==> config.mk <==
export PLATFORM = sky130hd
export DESIGN_NAME = display_packet_sequencer
export DESIGN_NICKNAME = d
export VERILOG_FILES = /design/src/rtl/display_packet_sequencer.sv
export SDC_FILE = /design/constraint.sdc
export NUM_CORES = 1
export LEC_CHECK = 0
export BUFFER_PORTS_ARGS = -buffer_cell sky130_fd_sc_hd__buf_2
export CAP_MARGIN = 15
export CORE_MARGIN = 1.5
export CORE_UTILIZATION = 45
export DETAILED_ROUTE_END_ITERATION = 12
export PLACE_DENSITY = 0.66
export SLEW_MARGIN = 20
export SYNTH_ARGS = -nofsm -noshare
export SYNTH_HDL_FRONTEND = slang
export SYNTH_SLANG_ARGS = --single-unit
==> constraint.sdc <==
create_clock -name clk1M8 -period 1.9 [get_ports clk1M8]
set_clock_uncertainty 0.05 [all_clocks]
set_input_delay 0 -clock clk1M8 [delete_from_list [all_inputs] [get_ports clk1M8]]
set_output_delay 0 -clock clk1M8 [all_outputs]
set_load 0.05 [all_outputs]
==> src/rtl/display_packet_sequencer.sv <==
// Turns the 3-byte UART speed packet (tens, units, 0x00) into BCD digits and commits them atomically.
// Also handles malformed packets, inter-byte timeouts, resync after errors, and stale-display blanking.
module display_packet_sequencer #(
  parameter int unsigned GAP_MAX   = 4096,
  parameter int unsigned STALE_MAX = 1843200,
  parameter bit          LZ_BLANK  = 1'b1
) (
  input  logic       clk1M8,
  input  logic       rst,
  input  logic       rx_valid,
  input  logic [7:0] rx_data,
  input  logic       rx_perr,
  output logic [3:0] digit_l,
  output logic [3:0] digit_r,
  output logic       blank_l,
  output logic       blank_r,
  output logic       disp_load,
  output logic       pkt_err,
  output logic [7:0] err_count
);

  localparam int GW = (GAP_MAX > 1) ? $clog2(GAP_MAX) : 1;
  localparam int SW = $clog2(STALE_MAX + 1);

  typedef enum logic [1:0] {S_TENS, S_UNITS, S_TERM, S_RESYNC} state_t;

  state_t        state_q;
  logic [3:0]    tens_q, units_q;
  logic [3:0]    digit_l_q, digit_r_q;
  logic          blank_l_q, blank_r_q;
  logic          disp_load_q, pkt_err_q;
  logic [7:0]    err_count_q;
  logic [GW-1:0] gap_q;
  logic [SW-1:0] stale_q;

  logic is_digit, is_term, in_pkt, gap_to, commit_d, err_d;

  assign is_digit = !rx_perr && (rx_data >= 8'h30) && (rx_data <= 8'h39);
  assign is_term  = !rx_perr && (rx_data == 8'h00);
  assign in_pkt   = (state_q == S_UNITS) || (state_q == S_TERM);
  // A byte arriving on the expiry cycle takes priority over the timeout.
  assign gap_to   = in_pkt && !rx_valid && (gap_q == GW'(GAP_MAX - 1));

  always_comb begin
    commit_d = rx_valid && (state_q == S_TERM) && is_term;
    err_d    = gap_to;
    if (rx_valid) begin
      case (state_q)
        S_TENS:  err_d = !is_digit && !is_term;
        S_UNITS: err_d = !is_digit;
        S_TERM:  err_d = !is_term;
        default: err_d = 1'b0;
      endcase
    end
  end

  always_ff @(posedge clk1M8) begin
    if (rst) begin
      state_q     <= S_TENS;
      tens_q      <= '0;
      units_q     <= '0;
      digit_l_q   <= '0;
      digit_r_q   <= '0;
      blank_l_q   <= 1'b1;
      blank_r_q   <= 1'b1;
      disp_load_q <= 1'b0;
      pkt_err_q   <= 1'b0;
      err_count_q <= '0;
      gap_q       <= '0;
      stale_q     <= '0;
    end else begin
      disp_load_q <= commit_d;
      pkt_err_q   <= err_d;
      if (err_d && (err_count_q != 8'hFF)) err_count_q <= err_count_q + 8'd1;

      if (rx_valid || !in_pkt || gap_to) gap_q <= '0;
      else                               gap_q <= gap_q + GW'(1);

      if (rx_valid) begin
        case (state_q)
          S_TENS: begin
            if (is_digit) begin
              tens_q  <= rx_data[3:0];
              state_q <= S_UNITS;
            end else if (!is_term) begin
              state_q <= S_RESYNC;
            end
          end
          S_UNITS: begin
            if (is_digit) begin
              units_q <= rx_data[3:0];
              state_q <= S_TERM;
            end else if (is_term) begin
              state_q <= S_TENS;
            end else begin
              state_q <= S_RESYNC;
            end
          end
          S_TERM:  state_q <= is_term ? S_TENS : S_RESYNC;
          default: if (is_term) state_q <= S_TENS;
        endcase
      end else if (gap_to) begin
        state_q <= S_TENS;
        tens_q  <= '0;
        units_q <= '0;
      end

      // Display only ever changes from the holding registers on a full commit.
      if (commit_d) begin
        digit_l_q <= tens_q;
        digit_r_q <= units_q;
        blank_r_q <= 1'b0;
        blank_l_q <= LZ_BLANK && (tens_q == 4'd0);
        stale_q   <= '0;
      end else if (stale_q != SW'(STALE_MAX)) begin
        stale_q <= stale_q + SW'(1);
        if (stale_q == SW'(STALE_MAX - 1)) begin
          blank_l_q <= 1'b1;
          blank_r_q <= 1'b1;
        end
      end
    end
  end

  assign digit_l   = digit_l_q;
  assign digit_r   = digit_r_q;
  assign blank_l   = blank_l_q;
  assign blank_r   = blank_r_q;
  assign disp_load = disp_load_q;
  assign pkt_err   = pkt_err_q;
  assign err_count = err_count_q;

endmodule

# Word level (Yosys, flattened, before mapping)
# Index checks and enable logic that the tools add are counted.
[word_totals]
register_bits = 63
inputBits = 12
out_inout_bits = 20
word_cells = 77
[classes]
n_addsub = 3
order_cmp = 2
eq_ne = 11
mux = 20
n_reduce_logical = 29
[op_table]
columns = ["operator", "count"]
rows = [
  ["4-bit 2-to-1 mux", 6],
  ["21-bit by 1-bit adder with 21-bit output, second input constant", 1],
  ["21-bit equality test, second input constant", 1],
  ["21-bit inequality test, second input constant", 1],
  ["2-bit 2-to-1 mux", 7],
  ["12-bit by 1-bit adder with 12-bit output, second input constant", 1],
  ["12-bit equality test, second input constant", 1],
  ["1-bit logical AND", 9],
  ["3-bit AND reduction", 3],
  ["8-bit by 1-bit adder with 8-bit output, second input constant", 1],
  ["8-bit by 6-bit >= comparator with 1-bit output, second input constant", 1],
  ["8-bit by 6-bit less-or-equal comparator with 1-bit output, second input constant", 1],
  ["8-bit logical NOT", 1],
  ["8-bit inequality test, second input constant", 1],
  ["2-bit by 1-bit inequality test with 1-bit output, second input constant", 3],
  ["2-bit case mux with 3 select lines", 1],
  ["2-bit nonzero test", 3],
  ["1-bit logical NOT", 5],
  ["1-bit 2-to-1 mux", 5],
  ["5-bit by 1-bit inequality test with 1-bit output, second input constant", 1],
  ["4-bit logical NOT", 1],
  ["4-bit inequality test, second input constant", 1],
  ["2-bit OR reduction", 2],
  ["1-bit logical OR", 3],
  ["5 further kinds", 5],
]

# Longest topological paths before layout
[depth]
depth_word = 8
mapped_depth = 8
ltp_nobuf = 8

# Worst setup path after synthesis
# OpenSTA, ideal clock, no wires.
[synth_timing]
path_kind = "register -> register"
startpoint = "register err_count_q[0], in the netlist err_count[0]"
endpoint = "register err_count_q[4], in the netlist err_count[4]"
setup_ns = 0.123
arrival_ns = 1.946
required_time_ns = 1.727
slack_ns = -0.220
stages_incl_launch_ff = 7
n_path_buf = 0
synth_period_minus_slack_ns = 2.120
cell_sequence = "dfxtp_1 > ha_1 > and3_1 > and3_1 > a21oi_2 > nand4_1 > mux2_1"
[synth_between]
elab_chain_len = 2
word_cells_on_any_way = 3
classes_between = "1 x add/sub; 1 x eq/ne; 1 x reduce/logical"
[synth_lines]
columns = ["element", "line", "text"]
rows = [
  ["from (decl)", "32", "logic [7:0] err_count_q;"],
  ["from (signal assigned)", "74", "if (err_d && (err_count_q != 8'hFF)) err_count_q <= err_count_q + 8'd1;"],
  ["parallel branches: the longest is 2 deep, another holds 8-bit by 1-bit adder with 8-bit output", "n/a", ""],
]
# Several ways; the timed one is not identified.
# A chain may end at the register's enable or synchronous reset.

# Worst setup path after layout
[layout_timing]
startpoint = "register state_q[0]"
endpoint = "register tens_q[2]"
[layout_between]
elab_chain_len = 6
word_cells_on_any_way = 9
classes_between = "3 x eq/ne; 6 x reduce/logical"
[layout_lines]
columns = ["element", "line", "text"]
rows = [
  ["from (decl)", "27", "state_t state_q;"],
  ["from (signal assigned)", "99", "S_TERM: state_q <= is_term ? S_TENS : S_RESYNC;"],
  ["2-bit by 1-bit equality test with 1-bit output / 2-bit equality test (equally long branches)", "40", "assign in_pkt = (state_q == S_UNITS) || (state_q == S_TERM);"],
  ["1-bit logical OR", "40", ""],
  ["1-bit logical AND (2 in a row)", "42", "assign gap_to = in_pkt && !rx_valid && (gap_q == GW'(GAP_MAX - 1));"],
  ["2-bit nonzero test (no line)", "n/a", ""],
  ["3-bit AND reduction (no line) *", "n/a", ""],
  ["to (signal assigned)", "83", "tens_q <= rx_data[3:0];"],
  ["to (decl)", "28", "logic [3:0] tens_q, units_q;"],
]
# Every way passes the cells marked *; elsewhere a longest branch is shown, timed or not.

==> flow_summary_export.csv <==
group,metric,value,unit
synthesis,syn_nets,358,
grt,gr-usage-all-layers,0.182,
layout,fin_util,0.593,
flow_run,max-cap-violations,0,
timing,rsz0062_at_grt,"true",
synthesis,ys_dominant_reg_cell,"dfxtp_1",
clock_tree,path_clk_slew,0.07,ns
layout,nFillCells,574,
placement,globalplace.congestion,0.785,
placement,numPortBuffers,31,
floorplan,core,6310,sq um
routing,dr.pass1.iters,4,
clock_tree,clock_latency,0.34,ns
layout,antenna_cells,0,
timing,final-setup-viol-count,0,
layout,area_growth,28.4,%
synthesis,async_flop_share,0,
min_path,hold_class,"in -> reg",
synthesis,synth_area_per_cell,8.63,sq um
synthesis,syn-cell-area,2920,sq um
power,p_per_area,777,nW/um^2
power,finalPower,2.91,mW
timing,slew_viol_final,0,
routing,wl_per_cell,12.4,um
routing,drt_iter0_markers,100,
grt,grt_pass1_vias,2361,
synthesis,synth_seq_cells,63,
routing,antenna_left,0,
min_path,min_to,"tens_q[3]$_SDFFE_PP0P_",
timing,worstMarginPinSlew,0.407,ns
grt,overflow,0,
routing,drc,0,
layout,final_cell_mix,"nor2_1 (57), dfxtp_1 (55), nand2_1 (31), buf_2 (31), buf_4 (28)",
worst_setup_path,critical_path_arrival,2.07,ns
grt,grt_pass1_wl,10400,um
floorplan,start_util,0.462,
min_path,hp-start,"rx_data[3]",
synthesis,syn-instance-count,338,
worst_setup_path,start_kind,"flop",
timing,worst_hold_slack,0.0235,ns
clock_tree,root_buffer,"clkbuf_8",
grt,grt_max_degree,35,
synthesis,synth-edff-count,0,
worst_setup_path,critPathKind,"reg -> reg",
worst_setup_path,crit_path_max_fanout,4,
layout,layout_commonest_cell,"nor2_1",
synthesis,synth_warnings,0,
grt,antenna_found_initial,0,
timing,hold_viol_final,0,
placement,dp_hpwl,4310,um
routing,vias,2459,
layout,fin_nets,423,
min_path,hold_depth,4,
clock_tree,cts_tree,"yes",
worst_setup_path,r2r_cells,8,
synthesis,yosysSeqAreaShare,0.433,
worst_setup_path,reg2reg_to,"tens_q[2]$_SDFFE_PP0P_",
routing,viasPerCell,5.07,
floorplan,die_w,83.5,um
timing,min_period,1.90,ns
clock_tree,htree_levels,3,
floorplan,die-area,6970,sq um
floorplan,ios,32,
timing,fin_crit_sh,1.00,
outcome,status,"finished clean",
clock_tree,cts_num_sinks,63,
clock_tree,ctsLongestPathBuffers,2,
clock_tree,numCtsBuffers,9,
floorplan,rows,29,
timing,max_freq,526,MHz
routing,wirelength,6010,um
timing,setup-tns-final,0,ns
power,leakage,1.46,nW
worst_setup_path,end_kind,"flop",
worst_setup_path,r2r_slack,0.0002,ns
timing,maxSlewHeadroom,0.727,
floorplan,die_h,83.5,um
worst_setup_path,crit-reg2reg-launch,"state_q[0]$_SDFFE_PP0P_",
layout,drive_gt1_frac,0.282,
power,vdd_ir_drop_max,0.526,mV
worst_setup_path,critPathRequiredTime,2.07,ns
synthesis,synth_cell_type_count,48,
routing by layer:
| layer | global-route usage | routed length (um) |
|---|---|---|
| met5 | 0 | 0 |
| met4 | 0.0581 | 62 |
| met3 | 0.0593 | 183 |
| met2 | 0.304 | 2830 |
| met1 | 0.223 | 2930 |
what timing repair did:
| action | CTS | global route |
|---|---|---|
| hold buffers | 2 | 0 |
| endpoints found under the hold margin | 4 | 0 |
| gates resized for setup | 12 | 12 |
| buffers inserted | 0 | 2 |
| pin swaps | 3 | 6 |
| setup endpoints to repair | 8 | 11 |
worst max-delay path, stage by stage, from the launching register on:
cell and delay, ns:
dfxtp_4 0.40, inv_4 0.06, ha_4 0.27, nand2b_4 0.06, nor4_1 0.27, buf_4 0.17, a41o_1 0.22, mux2i_1 0.22
nor2_1 0.05
sequential cells by signal, summed over array words and instances, names as in the netlist:
signal     count
blank_l        1
blank_r        1
digit_l        4
digit_r        4
disp_load      1
err_count      8
gap_q         12
pkt_err        1
stale_q       21
state_q        2
tens_q         4
units_q        4
how the worst max path moves through the flow:
stage | start | endpoint
2_1_floorplan | err_count[0]$_SDFFE_PP0P_ | err_count[4]$_SDFFE_PP0P_
3_3_place_gp | state_q[0]$_SDFFE_PP0P_ | err_count[7]$_SDFFE_PP0P_
3_5_place_dp | state_q[0]$_SDFFE_PP0P_ | err_count[7]$_SDFFE_PP0P_
4_1_cts | state_q[0]$_SDFFE_PP0P_ | err_count[4]$_SDFFE_PP0P_
5_1_grt | state_q[1]$_SDFFE_PP0P_ | err_count[4]$_SDFFE_PP0P_
6_report | state_q[0]$_SDFFE_PP0P_ | tens_q[2]$_SDFFE_PP0P_
cells in the mapped netlist (2+ instances only):
cell      number  area [sq um]
or2_2          2          12.5
nand2b_1       4          25.0
o21ai_0        4          20.0
or3_1          4          25.0
a21o_1         2          15.0
xor2_1        12           105
nand3_1       19          95.1
nand4_1        5          31.3
nand2_1       31           116
nor2_1        57           214
a21oi_1       18          90.1
xnor2_1       16           140
clkbuf_1       7          26.3
a41o_1         2          20.0
inv_1         13          48.8
o41ai_1        2          17.5
mux2i_1       11           110
nor3_1         8          40.0
a21oi_2        3          26.3
ha_1           8           100
nor4_1         6          37.5
and3_1        13          81.3
dfxtp_1       63          1260
and2_1         4          25.0
where the power goes:
part           internal [mW]  total (mW)  switching, mW
Clock                  0.636        1.14          0.505
Combinational          0.164       0.381          0.218
Sequential              1.35        1.39         0.0371
Total                   2.15        2.91          0.759
logic make-up after synthesis:
family                   count (synthesis)  synth area share
buffers and inverters                   22            0.0322
adder cells (fa/ha/maj)                  8            0.0343
flip-flops                              63             0.433
multiplexers                            12            0.0416
AO/OA/AOI/OAI                           38            0.0833
AND/OR/NAND/NOR                        167             0.292
XOR/XNOR                                28            0.0841
layout make-up:
type | instances | area (sq um) | area share
inverters | 13 | 53.8 | 0.0144
well taps | 77 | 96.3 | 0.0257
clock inverters | 4 | 45.0 | 0.0120
multi-input cells | 253 | 1710 | 0.457
clock buffers | 12 | 145 | 0.0388
flip-flops and latches | 63 | 1280 | 0.341
repair buffers | 63 | 417 | 0.111
stage by stage:
stage,setup WS (ns),instances,cell area (sq um)
final,0.000191,485,3740
after global placement,-0.0166,465,3390
after global routing,-0.113,485,3740
after detailed placement,-0.0353,465,3390
after CTS,0.0108,483,3670
after floorplan,-0.000566,338,2970
Power figures use the tool's default switching activity.
